$ cat src/rtl/mem_port_arbiter_if.sv
// ---------------------------------------------------------------------------
// isa package and mem_port_arbiter_if
//
// isa          : machine width (XLEN) and the load/store access-width type
//                shared by the pipeline and the memory port arbiter.
// mem_port_arbiter_if : bundles the three buses around the arbiter.
//   fetch side   : fi_rd_enable, fi_addr        -> fo_miss, fo_rd_data
//   data side    : di_rd_enable, di_wr_enable, di_addr, di_wr_data,
//                  di_access_type               -> do_miss, do_rd_data
//   backing side : bo_req, bo_we, bo_addr, bo_wr_data, bo_byte_en
//                                               <- bi_ack, bi_rd_data
//   modport master : the arbiter (it masters the backing bus)
//   modport slave  : the surrounding pipeline stages and backing memory
// ---------------------------------------------------------------------------
package isa;
    parameter int XLEN = 32;

    typedef enum logic [1:0] {
        BYTE      = 2'b00,
        HALF_WORD = 2'b01,
        WORD      = 2'b10
    } mem_access_t;
endpackage

interface mem_port_arbiter_if;
    import isa::*;

    // fetch stage read port
    logic                fi_rd_enable;
    logic [XLEN-1:0]     fi_addr;
    logic                fo_miss;
    logic [XLEN-1:0]     fo_rd_data;

    // memory stage data port
    logic                di_rd_enable;
    logic                di_wr_enable;
    logic [XLEN-1:0]     di_addr;
    logic [XLEN-1:0]     di_wr_data;
    mem_access_t         di_access_type;
    logic                do_miss;
    logic [XLEN-1:0]     do_rd_data;

    // backing memory req/ack bus
    logic                bo_req;
    logic                bo_we;
    logic [XLEN-1:0]     bo_addr;
    logic [XLEN-1:0]     bo_wr_data;
    logic [XLEN/8-1:0]   bo_byte_en;
    logic                bi_ack;
    logic [XLEN-1:0]     bi_rd_data;

    modport master (
        input  fi_rd_enable, fi_addr,
        output fo_miss, fo_rd_data,
        input  di_rd_enable, di_wr_enable, di_addr, di_wr_data, di_access_type,
        output do_miss, do_rd_data,
        output bo_req, bo_we, bo_addr, bo_wr_data, bo_byte_en,
        input  bi_ack, bi_rd_data
    );

    modport slave (
        output fi_rd_enable, fi_addr,
        input  fo_miss, fo_rd_data,
        output di_rd_enable, di_wr_enable, di_addr, di_wr_data, di_access_type,
        input  do_miss, do_rd_data,
        input  bo_req, bo_we, bo_addr, bo_wr_data, bo_byte_en,
        output bi_ack, bi_rd_data
    );
endinterface

$ cat src/rtl/mem_port_arbiter.sv
// ---------------------------------------------------------------------------
// mem_port_arbiter
//
// Shares one backing-memory port between instruction fetch and the memory
// stage. Requests are arbitrated in IDLE (data before fetch, store before
// load), issued on a registered req/ack bus, and the response is offered to
// the owner for one DONE cycle. The owner only completes if it is still
// asking for the same thing; otherwise the result is dropped and the request
// is re-arbitrated, so in-flight backing transactions are never aborted.
//
// Ports:
//   clk  : clock, all state on rising edge
//   rst  : synchronous active-high reset
//   bus  : mem_port_arbiter_if.master (fetch, data and backing buses)
// ---------------------------------------------------------------------------
module mem_port_arbiter
    import isa::*;
(
    input  logic               clk,
    input  logic               rst,
    mem_port_arbiter_if.master bus
);

    localparam int BEW = XLEN / 8;

    typedef enum logic [1:0] {
        IDLE = 2'b00,
        BUSY = 2'b01,
        DONE = 2'b10
    } state_t;

    typedef enum logic {
        FETCH = 1'b0,
        DATA  = 1'b1
    } owner_t;

    // Byte offset within the word, with the bits below the access size
    // cleared so a misaligned address behaves like its aligned counterpart.
    function automatic logic [1:0] masked_offset(input mem_access_t t, input logic [1:0] a);
        logic [1:0] off;
        case (t)
            BYTE:      off = a;
            HALF_WORD: off = {a[1], 1'b0};
            WORD:      off = 2'b00;
            default:   off = 2'b00;
        endcase
        return off;
    endfunction

    // Write lane mask for an access of width t starting at an already masked offset.
    function automatic logic [BEW-1:0] byte_enables(input mem_access_t t, input logic [1:0] off);
        logic [BEW-1:0] be;
        case (t)
            BYTE:      be = BEW'(1'b1) << off;
            HALF_WORD: be = BEW'(2'b11) << off;
            WORD:      be = {BEW{1'b1}};
            default:   be = {BEW{1'b0}};
        endcase
        return be;
    endfunction

    state_t            state_r;
    state_t            state_next_s;
    owner_t            owner_r;

    logic              bo_req_r;
    logic              bo_we_r;
    logic [XLEN-1:0]   bo_addr_r;
    logic [XLEN-1:0]   bo_wr_data_r;
    logic [BEW-1:0]    bo_byte_en_r;
    logic [XLEN-1:0]   addr_r;
    mem_access_t       type_r;
    logic [XLEN-1:0]   rsp_r;

    logic              data_req_s;
    logic              grant_s;
    owner_t            grant_owner_s;
    logic              grant_we_s;
    logic [XLEN-1:0]   grant_addr_s;
    mem_access_t       grant_type_s;
    logic [XLEN-1:0]   grant_raw_wdata_s;
    logic [1:0]        grant_off_s;
    logic [BEW-1:0]    grant_be_s;
    logic [XLEN-1:0]   grant_wdata_s;

    logic [1:0]        rd_off_s;
    logic              fetch_match_s;
    logic              data_match_s;
    logic              complete_fetch_s;
    logic              complete_data_s;

    assign data_req_s = bus.di_rd_enable | bus.di_wr_enable;
    assign grant_s    = (state_r == IDLE) & (data_req_s | bus.fi_rd_enable);

    // Grant selection: data beats fetch; within data, a store beats a load.
    always_comb begin
        grant_owner_s     = FETCH;
        grant_we_s        = 1'b0;
        grant_addr_s      = bus.fi_addr;
        grant_type_s      = WORD;
        grant_raw_wdata_s = {XLEN{1'b0}};
        if (data_req_s) begin
            grant_owner_s     = DATA;
            grant_we_s        = bus.di_wr_enable;
            grant_addr_s      = bus.di_addr;
            grant_type_s      = bus.di_access_type;
            grant_raw_wdata_s = bus.di_wr_data;
        end else begin
            grant_owner_s     = FETCH;
        end
    end

    assign grant_off_s   = masked_offset(grant_type_s, grant_addr_s[1:0]);
    assign grant_be_s    = byte_enables(grant_type_s, grant_off_s);
    assign grant_wdata_s = grant_raw_wdata_s << {grant_off_s, 3'b000};

    // FSM next state: IDLE -> BUSY on grant, BUSY -> DONE on ack, DONE -> IDLE always.
    always_comb begin
        state_next_s = state_r;
        case (state_r)
            IDLE: begin
                if (grant_s) begin
                    state_next_s = BUSY;
                end else begin
                    state_next_s = IDLE;
                end
            end
            BUSY: begin
                if (bus.bi_ack) begin
                    state_next_s = DONE;
                end else begin
                    state_next_s = BUSY;
                end
            end
            DONE:    state_next_s = IDLE;
            default: state_next_s = IDLE;
        endcase
    end

    // FSM state register.
    always_ff @(posedge clk) begin
        if (rst) begin
            state_r <= IDLE;
        end else begin
            state_r <= state_next_s;
        end
    end

    // Transaction latch and response buffer; bo_* only change on grant so
    // they stay stable for the whole BUSY phase.
    always_ff @(posedge clk) begin
        if (rst) begin
            owner_r      <= FETCH;
            bo_req_r     <= 1'b0;
            bo_we_r      <= 1'b0;
            bo_addr_r    <= {XLEN{1'b0}};
            bo_wr_data_r <= {XLEN{1'b0}};
            bo_byte_en_r <= {BEW{1'b0}};
            addr_r       <= {XLEN{1'b0}};
            type_r       <= BYTE;
            rsp_r        <= {XLEN{1'b0}};
        end else if (grant_s) begin
            owner_r      <= grant_owner_s;
            bo_req_r     <= 1'b1;
            bo_we_r      <= grant_we_s;
            bo_addr_r    <= {grant_addr_s[XLEN-1:2], 2'b00};
            bo_wr_data_r <= grant_wdata_s;
            bo_byte_en_r <= grant_be_s;
            addr_r       <= grant_addr_s;
            type_r       <= grant_type_s;
        end else if ((state_r == BUSY) && bus.bi_ack) begin
            bo_req_r     <= 1'b0;
            rsp_r        <= bus.bi_rd_data;
        end
    end

    // The owner still wants exactly what was issued: same enable, address and direction.
    assign fetch_match_s = bus.fi_rd_enable & (bus.fi_addr == addr_r);
    assign data_match_s  = data_req_s & (bus.di_addr == addr_r) & (bus.di_wr_enable == bo_we_r);

    assign complete_fetch_s = (state_r == DONE) & (owner_r == FETCH) & fetch_match_s;
    assign complete_data_s  = (state_r == DONE) & (owner_r == DATA) & data_match_s;

    assign rd_off_s = masked_offset(type_r, addr_r[1:0]);

    assign bus.fo_miss    = bus.fi_rd_enable & ~complete_fetch_s;
    assign bus.do_miss    = data_req_s & ~complete_data_s;
    assign bus.fo_rd_data = complete_fetch_s ? rsp_r : {XLEN{1'b0}};
    assign bus.do_rd_data = (complete_data_s & ~bo_we_r) ? (rsp_r >> {rd_off_s, 3'b000})
                                                         : {XLEN{1'b0}};

    assign bus.bo_req     = bo_req_r;
    assign bus.bo_we      = bo_we_r;
    assign bus.bo_addr    = bo_addr_r;
    assign bus.bo_wr_data = bo_wr_data_r;
    assign bus.bo_byte_en = bo_byte_en_r;

endmodule

$ cat src/flat_wrapper.sv
// flat-port wrapper written by rule: the top's interface ports become plain ports
module mem_port_arbiter_flat import isa::*;
  (clk, rst, bus_fi_rd_enable, bus_fi_addr, bus_fo_miss, bus_fo_rd_data, bus_di_rd_enable, bus_di_wr_enable, bus_di_addr, bus_di_wr_data, bus_di_access_type, bus_do_miss, bus_do_rd_data, bus_bo_req, bus_bo_we, bus_bo_addr, bus_bo_wr_data, bus_bo_byte_en, bus_bi_ack, bus_bi_rd_data);
  mem_port_arbiter_if bus_i ();
  input  logic clk;
  input  logic rst;
  input wire logic [$bits(bus_i.fi_rd_enable)-1:0] bus_fi_rd_enable;
  input wire logic [$bits(bus_i.fi_addr)-1:0] bus_fi_addr;
  output wire logic [$bits(bus_i.fo_miss)-1:0] bus_fo_miss;
  output wire logic [$bits(bus_i.fo_rd_data)-1:0] bus_fo_rd_data;
  input wire logic [$bits(bus_i.di_rd_enable)-1:0] bus_di_rd_enable;
  input wire logic [$bits(bus_i.di_wr_enable)-1:0] bus_di_wr_enable;
  input wire logic [$bits(bus_i.di_addr)-1:0] bus_di_addr;
  input wire logic [$bits(bus_i.di_wr_data)-1:0] bus_di_wr_data;
  input wire logic [$bits(bus_i.di_access_type)-1:0] bus_di_access_type;
  output wire logic [$bits(bus_i.do_miss)-1:0] bus_do_miss;
  output wire logic [$bits(bus_i.do_rd_data)-1:0] bus_do_rd_data;
  output wire logic [$bits(bus_i.bo_req)-1:0] bus_bo_req;
  output wire logic [$bits(bus_i.bo_we)-1:0] bus_bo_we;
  output wire logic [$bits(bus_i.bo_addr)-1:0] bus_bo_addr;
  output wire logic [$bits(bus_i.bo_wr_data)-1:0] bus_bo_wr_data;
  output wire logic [$bits(bus_i.bo_byte_en)-1:0] bus_bo_byte_en;
  input wire logic [$bits(bus_i.bi_ack)-1:0] bus_bi_ack;
  input wire logic [$bits(bus_i.bi_rd_data)-1:0] bus_bi_rd_data;
  assign bus_i.fi_rd_enable = bus_fi_rd_enable;
  assign bus_i.fi_addr = bus_fi_addr;
  assign bus_fo_miss = bus_i.fo_miss;
  assign bus_fo_rd_data = bus_i.fo_rd_data;
  assign bus_i.di_rd_enable = bus_di_rd_enable;
  assign bus_i.di_wr_enable = bus_di_wr_enable;
  assign bus_i.di_addr = bus_di_addr;
  assign bus_i.di_wr_data = bus_di_wr_data;
  assign bus_i.di_access_type = bus_di_access_type;
  assign bus_do_miss = bus_i.do_miss;
  assign bus_do_rd_data = bus_i.do_rd_data;
  assign bus_bo_req = bus_i.bo_req;
  assign bus_bo_we = bus_i.bo_we;
  assign bus_bo_addr = bus_i.bo_addr;
  assign bus_bo_wr_data = bus_i.bo_wr_data;
  assign bus_bo_byte_en = bus_i.bo_byte_en;
  assign bus_i.bi_ack = bus_bi_ack;
  assign bus_i.bi_rd_data = bus_bi_rd_data;
  mem_port_arbiter u_core (.clk(clk), .rst(rst), .bus(bus_i));
endmodule
$ cat config.mk
export PLATFORM = sky130hd
export DESIGN_NAME = mem_port_arbiter_flat
export DESIGN_NICKNAME = d
export VERILOG_FILES = /design/src/rtl/mem_port_arbiter_if.sv /design/src/rtl/mem_port_arbiter.sv /design/src/flat_wrapper.sv
export SDC_FILE = /design/constraint.sdc
export NUM_CORES = 1
export LEC_CHECK = 0
export BUFFER_PORTS_ARGS = -buffer_cell sky130_fd_sc_hd__buf_2
export CAP_MARGIN = 10
export CORE_AREA = 5 5 121 123
export CTS_CLUSTER_SIZE = 14
export DETAILED_ROUTE_END_ITERATION = 8
export DIE_AREA = 0 0 126 128
export PLACE_DENSITY = 0.8
export SYNTH_ARGS = -nofsm -noshare
export SYNTH_HDL_FRONTEND = slang
export SYNTH_SLANG_ARGS = --single-unit
$ cat constraint.sdc
create_clock -name clk -period 2.2 [get_ports clk]
set_input_delay 0.11 -clock clk [delete_from_list [all_inputs] [get_ports clk]]
set_output_delay 0.11 -clock clk [all_outputs]
set_load 0.05 [all_outputs]
Word level (Yosys, flattened, before mapping)
Index checks and enable logic that the tools add are counted.
- bits in latches: 0
- memory bits (writable): 0
- memories kept: 0
- ROM bits: 0
- logic and storage cells: 61
- bits of input ports: 136
- flip-flop bits (word level): 137
- output and inout bits: 136
- divide/modulo/power cells: 0
- multiplexer cells: 15
- shift operators: 4
- add/sub/neg operators: 0
- reduce and logical (&&, ||, !) cells: 6
- bitwise operators: 18
- $lt $le $gt $ge: 0
- multipliers: 0
- eq/ne operators: 8
- operator list (kind ; count):
    $mux 32 ; 4
    $eq 32x32->1 ; 2
    $shl 32x5->32 ; 1
    $shr 32x5->32 ; 1
    $pmux 2 s2 ; 3
    $pmux 4 s3 ; 1
    $and 1x1->1 ; 11
    $eq 2x1->1 const B ; 3
    $logic_not 2->1 ; 3
    $mux 1 ; 5
    $not 1->1 ; 5
    $eq 2x2->1 const B ; 2
    $mux 2 ; 2
    $shl 1x2->4 const A ; 1
    $shl 2x2->4 const A ; 1
    $or 1x1->1 ; 2
    $reduce_and 2->1 ; 1
    $reduce_bool 2->1 ; 1
    $eq 1x1->1 ; 1
    $logic_and 1x1->1 ; 1

Logic depth before layout (Yosys ltp)
Gate-level depths: netlist (run 1).
- depth after elaboration: 6
- depth in mapped cells: 8
- depth with buffers taken out: 5

Least setup slack after synthesis (run 1)
No wires, ideal clock.
- path kind: register to output
- from: register u_core.bo_we_r, in the netlist u_core.bus.bo_we
- to: output port bus_do_rd_data[22]
- arrival time: 2779 ps
- data required time: 2090 ps
- buffers on the path: 2
- setup slack: -689 ps
- cell stages (with the launch flop): 8
- cell sequence: dfxtp_1 xnor2_1 nand4_1 nor4_1 nand4bb_1 buf_2 buf_6 nor3_1
- cells in the longest elaborated chain, start to end: 5
- elaborated cells between the ends (all ways): 6
- classes of those cells: eq/ne: 1; mux: 1; bitwise: 4
- RTL lines (what ; line ; RTL):
    start: declaration ; mem_port_arbiter.sv:67 ; logic bo_we_r;
    start signal: assignment ; mem_port_arbiter.sv:165 ; bo_we_r <= grant_we_s;
    $eq 1x1->1 ; mem_port_arbiter.sv:179 ; assign data_match_s = data_req_s & (bus.di_addr == addr_r) & (bus.di_wr_enable == bo_we_r);
    $and 1x1->1 ; mem_port_arbiter.sv:179 ;
    $and 1x1->1 ; mem_port_arbiter.sv:182 ; assign complete_data_s = (state_r == DONE) & (owner_r == DATA) & data_match_s;
    $and 1x1->1 * ; mem_port_arbiter.sv:189 ; assign bus.do_rd_data = (complete_data_s & ~bo_we_r) ? (rsp_r >> {rd_off_s, 3'b000})
    $mux 32 * ; mem_port_arbiter.sv:189 ;
    end: declaration ; flat_wrapper.sv:17 ; output wire logic [$bits(bus_i.do_rd_data)-1:0] bus_do_rd_data;
Every way passes the cells marked *; elsewhere a longest branch is shown, timed or not.

Worst setup path in the final report (run 1)
- from: register u_core.addr_r[25]
- to: output port bus_fo_rd_data[9]
- cells in the longest elaborated chain, start to end: 4
- RTL lines (what ; line ; RTL):
    start: declaration ; mem_port_arbiter.sv:71 ; logic [XLEN-1:0] addr_r;
    start signal: assignment ; mem_port_arbiter.sv:159 ; addr_r <= {XLEN{1'b0}};
    start signal: assignment ; mem_port_arbiter.sv:169 ; addr_r <= grant_addr_s;
    $eq 32x32->1 ; mem_port_arbiter.sv:178 ; assign fetch_match_s = bus.fi_rd_enable & (bus.fi_addr == addr_r);
    $and 1x1->1 ; mem_port_arbiter.sv:178 ;
    $and 1x1->1 ; mem_port_arbiter.sv:181 ; assign complete_fetch_s = (state_r == DONE) & (owner_r == FETCH) & fetch_match_s;
    $mux 32 ; mem_port_arbiter.sv:188 ; assign bus.fo_rd_data = complete_fetch_s ? rsp_r : {XLEN{1'b0}};
    end: declaration ; flat_wrapper.sv:10 ; output wire logic [$bits(bus_i.fo_rd_data)-1:0] bus_fo_rd_data;
No other way between the ends.

==> run summary, run 1 <==
The checks that failed: negative setup slack. The number of failing hold endpoints at the final stage is 0. After synthesis, the cell types taking the most area are sky130_fd_sc_hd__dfxtp_1 (33%), sky130_fd_sc_hd__nand2_1 (10%), sky130_fd_sc_hd__nor2_1 (5.7%).

The fraction of the mapped netlist area in compound gates came out at 0.1516. The depth of the worst register-to-register path is 5. The classification of the worst-slack hold path is primary input to register. The most numerous cell in the Yosys netlist is sky130_fd_sc_hd__nand2_1. The wire length of the first global-routing pass is 40.34 mm. Clock skew on the completed layout was measured at 0.004803 ns. The number of CTS-inserted buffers is 9.

The synthesis-to-layout area growth is 48.93%. The mean instance size in the synthesized netlist is 7.572 um^2. The worst register-to-register path ends at u_core.addr_r[24]. The die boundary height came out at 128 um.

The aggregate global routing overflow came out at 0. The remaining antenna violation count came out at 0. The kind of cell with the highest combined delay along the critical path is simple AND/OR/NAND/NOR gates.

At the pin with the least slew margin, the transition time is 0.8451 ns. The area inside the core boundary came out at 13,560 um^2. The required time of the worst setup path came out at 2.09 ns. After detailed routing, the total wire length is 27.45 mm.

The shortest period the worst path allows is 2.523 ns. The critical path ends at bus_fo_rd_data[9]. The reported leakage power is 4.249 nW.

Of the cells placed in the final design, the portion with a size suffix greater than 1 is 0.3944. Synthesis inferred 107 register bits. The multiplexer share of the synthesized area came out at 0.04233. STA classifies the critical path endpoint as a primary output. The total via count in the routed design is 7,682.

The relative slew slack came out at 0.4357. The tool flagged a number of max-cap violations equal to 0. The cell with the biggest individual delay on the critical path is sky130_fd_sc_hd__dfxtp_1. The maximum VDD drop is 0.5172 mV.

The synthesized netlist occupies a cell area of 6414 um^2. The final core area utilization is 0.7045. The flow ran to the end, but the final reports show violations. In this run the worst setup path begins at u_core.addr_r[25]. The post-synthesis instance total is 847. In this run, distinct cell masters in the synthesized netlist total 48. The fraction of the mapped netlist area in simple logic gates is 0.2961. The filler cell count is 1,006. Clock-pin slew was measured on the worst setup and hold paths at 0.07 ns. The number of enable-type register cells in the synthesized netlist is 0. The worst register-to-register path begins at u_core.state_r[1]. The post-synthesis share of cell area spent on xor and xnor gates came out at 0.08876. For this design the ratio of total power to cell area is 634.8 nW/um^2. The adder-cell area share of the yosys netlist is 0. The combinational family with the most area after synthesis is simple AND/OR/NAND/NOR gates. Across all setup checks in the final design, the least slack found is -0.3231 ns. After layout, the design draws a total of 0.006063 W. Entering global routing, the biggest net connects 72 pins. The cell accounting for the most synthesized area is sky130_fd_sc_hd__dfxtp_1. The sequential share of the synthesized area is 0.3340. The highest attainable clock frequency came out at 396.3 MHz. The share of synthesized area in the top cell type comes to 0.3340. The HPWL after detailed placement is 17.00 mm.

The initial standard-cell utilization of the core is 0.4731. The number of cells on the critical path came out at 8. The proportion of synthesized flip-flops having asynchronous set or reset came out at 0. The horizontal die dimension is 126 um. The number of antenna violations at the first check in global routing is 2. The final weighted congestion in routability-driven placement came out at 0.8935.

The total clock sinks came out at 107. The largest fanout on the critical path is 8. Counting instances in the post-synthesis netlist gives the leading cell types as sky130_fd_sc_hd__nand2_1 (173), sky130_fd_sc_hd__dfxtp_1 (107), sky130_fd_sc_hd__nor2_1 (98).

The first routing iteration left 944 violations. The worst hold margin came out at 0.01455 ns. The count of pins over their slew limit came out at 0. The layout net count is 1,239.

The floorplan has 43 rows. The count of input and output buffers came out at 269. The die outline area came out at 16,130 um^2. The tree is rooted in a sky130_fd_sc_hd__clkbuf_16. After detailed routing, the number of remaining DRC violations is 0. Setup repair after global routing could not meet its margin everywhere.

The critical path is of the register to primary output type. TritonCTS built the clock tree. The via count of the first global-routing pass came out at 7,480. The later-pin clock latency in the skew report came out at 0.35 ns. The routed via count divided by cell count came out at 5.955.

The number of buffers and inverters on the critical path came out at 3. In this run the register-to-register setup slack is 0.40 ns. In the final routed layout, each cell accounts on average for 21.28 um. Yosys printed 0 warnings. Walking the worst path, the cells encountered are xor2_1 > nor4_2 > nand2_1 > nor4_4 > buf_4 > clkbuf_16 > and2_4 > buf_8.

The clock tree buffer depth came out at 2. The total number of H-tree levels came out at 3. The overall fraction of global-route tracks in use came out at 0.3134.

Of the available clock period, the critical path in the final layout requires 1.147. Setup violations remaining at the end of the flow were counted as 65. The most used flip-flop cell after synthesis is sky130_fd_sc_hd__dfxtp_1. The critical path launch point type is a register. The first-pass detailed-route iteration total is 5.

The endpoint arrival time on the critical path is 2.41 ns. For this run, the slowest stage of the critical path takes 0.36 ns. During I/O placement, the number of pins put on the boundary was 272.
==> stage by stage <==
step	worst slack (ns)	std cells	cell area (um^2)	TNS (ns)
2_1_floorplan	0.01917	848	6491	0
3_3_place_gp	0.008267	1236	7895	0
3_5_place_dp	-0.07812	1236	7895	-1.304
4_1_cts	-0.2551	1284	9265	-12.95
5_1_grt	-0.4024	1290	9552	-20.74
6_report	-0.3231	1290	9552	-15.02
==> cell families (layout without fill, tap and decap cells) <==
kind of cell | count (synthesis) | after routing
XOR/XNOR | 65 | 65
AND/OR/NAND/NOR | 414 | 414
buffers and inverters | 98 | 358
AO/OA/AOI/OAI | 146 | 146
other | 1 | 4
multiplexers | 16 | 16
flip-flops | 107 | 107
==> layout make-up <==
type	count	area, um^2	share of cell area
clock inverter	7	92.59	0.009693
multi-input combinational	643	4116	0.4310
tap	180	225.2	0.02358
inverter	2	7.507	0.0007860
clock buffer	9	225.2	0.02358
sequential	107	2172	0.2274
antenna	2	5.005	0.0005240
timing repair buffer	340	2708	0.2835
==> cell usage in the layout (no fill, tap or decap), types with 4 or more instances in the layout <==
master / count
sky130_fd_sc_hd__xnor2_1: 16
sky130_fd_sc_hd__dlygate4sd3_1: 23
sky130_fd_sc_hd__nor4_1: 14
sky130_fd_sc_hd__a21o_1: 4
sky130_fd_sc_hd__a31oi_1: 5
sky130_fd_sc_hd__a21oi_1: 52
sky130_fd_sc_hd__mux2i_1: 8
sky130_fd_sc_hd__nor2_4: 8
sky130_fd_sc_hd__xnor2_2: 9
sky130_fd_sc_hd__buf_2: 203
sky130_fd_sc_hd__and2_1: 7
sky130_fd_sc_hd__buf_4: 33
sky130_fd_sc_hd__nor3_1: 9
sky130_fd_sc_hd__a21oi_2: 4
sky130_fd_sc_hd__dfxtp_2: 12
sky130_fd_sc_hd__a221oi_1: 4
sky130_fd_sc_hd__nor3_4: 8
sky130_fd_sc_hd__dfxtp_4: 4
sky130_fd_sc_hd__nand4_1: 6
sky130_fd_sc_hd__nor2_1: 89
sky130_fd_sc_hd__a22oi_1: 13
sky130_fd_sc_hd__mux4_2: 5
sky130_fd_sc_hd__a211oi_1: 15
sky130_fd_sc_hd__a311oi_1: 32
sky130_fd_sc_hd__nand2_1: 173
sky130_fd_sc_hd__and3_1: 9
sky130_fd_sc_hd__xor2_1: 39
sky130_fd_sc_hd__buf_6: 28
sky130_fd_sc_hd__nand3_1: 31
sky130_fd_sc_hd__and2_4: 34
sky130_fd_sc_hd__clkbuf_16: 11
sky130_fd_sc_hd__nor4_2: 4
sky130_fd_sc_hd__buf_12: 9
sky130_fd_sc_hd__dfxtp_1: 91
sky130_fd_sc_hd__buf_8: 39
sky130_fd_sc_hd__o21ai_0: 13
==> power by group <==
part	total [W]	leakage (nW)	switching [W]	internal, W
Combinational	0.00198	3.21	0.00131	0.000670
Sequential	0.00232	0.888	0.000195	0.00212
Clock	0.00177	0.147	0.000775	0.000995
Total	0.00606	4.25	0.00228	0.00379
==> per-layer routing <==
| metal | share of wire | GRT usage | vias to the layer above |
|---|---|---|---|
| li1 | - | - | 3397 |
| met1 | 0.35 | 0.3685 | 3518 |
| met2 | 0.48 | 0.5305 | 595 |
| met3 | 0.11 | 0.08333 | 172 |
| met4 | 0.062 | 0.1533 | 0 |
| met5 | 0 | 0 | - |
==> worst register-to-register path: stages (launching register included) <==
cell and delay [ns]:
sky130_fd_sc_hd__dfxtp_1 0.35, sky130_fd_sc_hd__nor2_1 0.15, sky130_fd_sc_hd__and2_2 0.48, sky130_fd_sc_hd__buf_12 0.34
sky130_fd_sc_hd__nor2_1 0.12, sky130_fd_sc_hd__a311oi_1 0.26
==> worst min path at each step <==
stage,startpoint,endpoint,slack (ns),cells past startpoint
3_3_place_gp,bus_bi_rd_data[29],u_core.rsp_r[29],0.35,3
6_report,bus_bi_rd_data[24],u_core.rsp_r[24],0.01,3
4_1_cts,bus_bi_rd_data[11],u_core.rsp_r[11],0.003,3
3_5_place_dp,bus_bi_rd_data[21],u_core.rsp_r[21],0.36,3
5_1_grt,bus_bi_rd_data[24],u_core.rsp_r[24],0.007,3
2_1_floorplan,bus_bi_rd_data[0],u_core.rsp_r[0],0.25,2
==> registers in the layout, indices dropped and copies added (netlist names) <==
signal and flops:
u_core.bus.bo_we 1, u_core.rsp_r 32, u_core.addr_r 31, u_core.type_r 2, u_core.state_r 2, u_core.bus.bo_wr_data 32
u_core.bus.bo_byte_en 4, u_core.owner_r 1, u_core.bus.bo_req 1, u_core.bus.bo_addr 1
==> timing repair <==
| item | in CTS | in global routing |
|---|---|---|
| endpoints found under the hold margin | 23 | 0 |
| hold buffers | 23 | 0 |
| pin swaps | 19 | 10 |
| gates cloned | 3 | 2 |
| setup buffers | 6 | 2 |
| endpoints found under the setup margin | 65 | 65 |
| resized for setup | 207 | 56 |
(Power assumes the default switching activity.)
==> inputs of run 2 (changes only) <==
--- a/config.mk
+++ b/config.mk
@@ -5,13 +5,14 @@
 export SDC_FILE = /design/constraint.sdc
 export NUM_CORES = 1
 export LEC_CHECK = 0
+export ABC_AREA = 1
 export BUFFER_PORTS_ARGS = -buffer_cell sky130_fd_sc_hd__buf_2
 export CAP_MARGIN = 10
-export CORE_AREA = 5 5 121 123
+export CORE_AREA = 2 2 119 121
 export CTS_CLUSTER_SIZE = 14
 export DETAILED_ROUTE_END_ITERATION = 8
-export DIE_AREA = 0 0 126 128
-export PLACE_DENSITY = 0.8
+export DIE_AREA = 0 0 121 123
+export PLACE_DENSITY = 0.81
 export SYNTH_ARGS = -nofsm -noshare
 export SYNTH_HDL_FRONTEND = slang
 export SYNTH_SLANG_ARGS = --single-unit
==> run 2 against run 1 <==
The flow still finishes with violations (negative setup slack); hold slack got worse by 0.0082 ns; fmax fell by 0.95%; cell area fell by 0.14%; non-clock buffer count fell by 29; clock skew rose by 0.00078 ns; critical path depth fell by 1; utilization fell by 0.38 points; combinational power rose by 7%.
==> run summary, run 2 <==
For this design the ratio of total power to cell area is 645.5 nW/um^2. The die boundary height came out at 123 um. The first detailed-routing pass took 6 iterations. The share of synthesized area in the top cell type comes to 0.3253. The number of CTS-inserted buffers is 9. The clock tree buffer depth came out at 2. For this run, the share of the core covered by cells in the final layout is 0.7007.

The checks that failed: negative setup slack. The final weighted congestion in routability-driven placement came out at 0.9775. The TritonCTS clock tree is done. The average wire per standard cell came out at 18.28 um. Clock latency on the worst-skew pair, taken at its later pin, is 0.37 ns. The share of total power consumed by net switching came out at 0.4049. Relative to the synthesized area, the layout overhead comes to 44.84%.

The total clock sinks is 107. The path with the worst hold slack has its endpoint at u_core.rsp_r[4]. The finished layout holds 1,468 standard cells, fillers aside. The number of cell rows came out at 43.

A synthesized cell averages 6.242 um^2. The overall fraction of global-route tracks in use is 0.3066. The maximum number of pins on one net before global-route repair is 52. The routed via count divided by cell count came out at 5.693. STA classifies the critical path endpoint as a primary output. After the first detailed-routing iteration, the DRC count stood at 1,051.

The startpoint identified for the worst hold timing path is bus_bi_rd_data[4]. Across the routed clock network, the largest skew measured is 0.005586 ns. The number of failing hold endpoints at the final stage came to 0. The detail route stage leaves a number of antenna-violating nets equal to 0. Data on the critical path arrives at its endpoint at 2.44 ns. Setup repair after global routing could not meet its margin everywhere.

In the final design database the tool counted 1,418 nets. The number of top-level pins is 272. The HPWL after detailed placement is 16.95 mm.

The number of synthesized register bits is 107. The fraction of the cycle the final worst path needs came out at 1.158. The horizontal die dimension came out at 121 um.

The shortest period the worst path allows is 2.547 ns. The required time of the worst setup path is 2.09 ns. The depth of the worst register-to-register path came out at 7. The mapped cell area is 6585 um^2. The aggregate global routing overflow came out at 0. The maximum VDD drop came out at 0.5716 mV.

The cell family contributing the most delay on the critical path is compound AO/OA/AOI/OAI gates. The largest individual stage delay along the critical path comes from the cell sky130_fd_sc_hd__o21ai_0. The total wirelength of the detailed-routed design is 26.83 mm. In this run the static leakage power is 4.595 nW. The remaining routing DRC violations came out at 0.

The largest stage delay on the critical path is 0.58 ns. The initial standard-cell utilization of the core is 0.4838. The worst hold margin came out at 0.006298 ns. The depth of the worst hold-timing path is 3. Of the total power, registers draw 0.374. The count of input and output buffers came out at 269. The clock power share came out at 0.283. The classification of the worst-slack hold path is primary input to register.

The aggregate negative setup slack came out at -1.575 ns. The clock transition time at the flip-flop clock pins of the worst setup and hold paths is 0.08 ns. Setup violations remaining at the end of the flow were counted as 23. The startpoint identified for the worst register-to-register timing path is u_core.state_r[0]. The setup slack of the critical path after layout came out at -0.3473 ns.

Headroom to the max-slew limit came out at 0.5271. The reg-to-reg critical path endpoint is u_core.addr_r[12]. Setup slack on the worst reg-to-reg path comes out at 0.31 ns.

The biggest area contributor in the post-synthesis netlist is sky130_fd_sc_hd__dfxtp_1. The largest fanout on the critical path is 22. The ratio of cells with drive above 1 in the final layout came out at 0.3566. In this run the standard cell core region covers 13,610 um^2. The logic gate share of total power came out at 0.343. Sorting the synthesized cells by area gives the leading types as sky130_fd_sc_hd__dfxtp_1 (33%), sky130_fd_sc_hd__nand2_1 (14%), sky130_fd_sc_hd__a21oi_1 (6.0%). The proportion of synthesized flip-flops having asynchronous set or reset is 0. The post-synthesis instance total came out at 1,055. The library cell used most frequently in the layout, excluding fill and tap cells, is sky130_fd_sc_hd__nand2_1. The signal on the critical path passes through nor2_1 > nand2_1 > buf_4 > o21ai_0 > o22ai_1 > nor2_2 > buf_6. The count of pins over their slew limit is 0. Cell internal power was estimated by the tool at 0.003663 W. The wire length of the first global-routing pass came out at 36.11 mm.

The number of antenna violations at the first check in global routing is 1. The setup path with the least slack is of type register to primary output. Yosys mapped a number of flops with a built-in enable equal to 0.

The pin slew with the least headroom to its limit came out at 0.7020 ns. Yosys mapped the design onto 35 distinct sky130hd cell types. The number of cells on the critical path came out at 7. The sequential share of the synthesized area came out at 0.3253.

The total number of H-tree levels came out at 3. The Yosys step of the flow raised 0 warnings. The number of placed cells counting well taps is 1,429. The switching power of the nets came out at 0.002493 W. The flow ran to the end, but the final reports show violations. The number of max-cap violations is 0. The root buffer cell is sky130_fd_sc_hd__clkbuf_16.

In the post-synthesis netlist, the cell with the most instances is sky130_fd_sc_hd__nand2_1. The total power consumption of the routed design came out at 0.006156 W. The via count of the first global-routing pass came out at 7,134.

The top cell types in the final layout, fill and taps aside, are sky130_fd_sc_hd__nand2_1 (246), sky130_fd_sc_hd__buf_2 (204), sky130_fd_sc_hd__inv_1 (94). The number of buffers and inverters on the critical path is 2. The die covers 14,880 um^2. The worst setup path is launched from a register. Sorting the synthesized cells by how often they occur yields sky130_fd_sc_hd__nand2_1 (249), sky130_fd_sc_hd__dfxtp_1 (107), sky130_fd_sc_hd__inv_1 (100). The highest attainable clock frequency is 392.6 MHz. Among all flip-flop cells after synthesis, the most frequent one is sky130_fd_sc_hd__dfxtp_1. The total via count in the routed design is 8,357.
## run 2: cell types whose count changed in the layout (fill, tap and decap cells not counted), moves of 30 or more
cell / previous run / this run
sky130_fd_sc_hd__inv_1: 2 / 94
sky130_fd_sc_hd__nand2_1: 173 / 246
sky130_fd_sc_hd__o21ai_1: 0 / 67
sky130_fd_sc_hd__o21ai_0: 13 / 75
sky130_fd_sc_hd__and2_4: 34 / 0
sky130_fd_sc_hd__buf_8: 39 / 5
sky130_fd_sc_hd__buf_6: 28 / 61
sky130_fd_sc_hd__xor2_1: 39 / 6
sky130_fd_sc_hd__a311oi_1: 32 / 0
sky130_fd_sc_hd__a31oi_1: 5 / 35
## run 2: per-stage QoR
step / area [um^2] / setup WS [ns]
2_1_floorplan: 6614 / -0.1073
6_report: 9538 / -0.3473
4_1_cts: 8572 / -0.07941
3_5_place_dp: 7876 / 0.04139
5_1_grt: 9538 / -0.3829
3_3_place_gp: 7876 / 0.1163
## run 2: repair_timing
| item | 4_1_cts | 5_1_grt |
|---|---|---|
| pin swaps | 12 | 14 |
| setup endpoints to repair | 65 | 65 |
| resized for setup | 98 | 222 |
| cloned | 1 | 5 |
| endpoints found under the hold margin | 1 | 0 |
| hold buffers | 1 | 0 |
| buffers inserted | 8 | 7 |
## run 2: layout make-up
class                      instances  area, um^2
multi-input combinational        741        4128
fill                            1136        4074
timing repair buffer             311        2263
sequential                       107        2188
inverter                         112       421.7
clock buffer                       9       225.2
tap                              180       225.2
clock inverter                     7       83.83
antenna                            1       2.502
## run 2: worst max path at each step
stage	slack (ns)	to	startpoint
after floorplan	-0.11	bus_fo_rd_data[10]	u_core.addr_r[19]
after global placement	0.12	bus_do_rd_data[1]	u_core.addr_r[6]
after detailed placement	0.04	bus_do_rd_data[7]	u_core.addr_r[6]
after CTS	-0.08	bus_do_rd_data[15]	u_core.addr_r[3]
after global routing	-0.38	bus_do_rd_data[1]	u_core.type_r[1]
final	-0.35	bus_do_rd_data[10]	u_core.type_r[1]
## run 2: power groups by stage
| stage | combinational [W] | clock, W | sequential (W) |
|---|---|---|---|
| 2_1_floorplan | 0.00120 | 0 | 0.00255 |
| 3_3_place_gp | 0.00191 | 0 | 0.00232 |
| 3_5_place_dp | 0.00192 | 0 | 0.00233 |
| 4_1_cts | 0.00198 | 0.00176 | 0.00229 |
| 5_1_grt | 0.00226 | 0.00182 | 0.00233 |
| 6_report | 0.00211 | 0.00174 | 0.00230 |
## run 2: kinds of logic after synthesis
logic type | count (synthesis) | share of synthesized area
XOR/XNOR | 25 | 0.03325
AO/OA/AOI/OAI | 279 | 0.2271
AND/OR/NAND/NOR | 434 | 0.2717
buffers and inverters | 209 | 0.1421
flip-flops | 107 | 0.3253
other | 1 | 0.0005695
## run 2: worst min-delay path, delay by kind of cell
family          cells  cell delay, ns
compound gates      2            0.15
buf+inv             1            0.08
## run 2: per-layer routing
| metal | part of all wire | track usage |
|---|---|---|
| met1 | 0.37 | 0.3900 |
| met2 | 0.46 | 0.4849 |
| met3 | 0.11 | 0.08487 |
| met4 | 0.061 | 0.1388 |
| met5 | 0 | 0 |
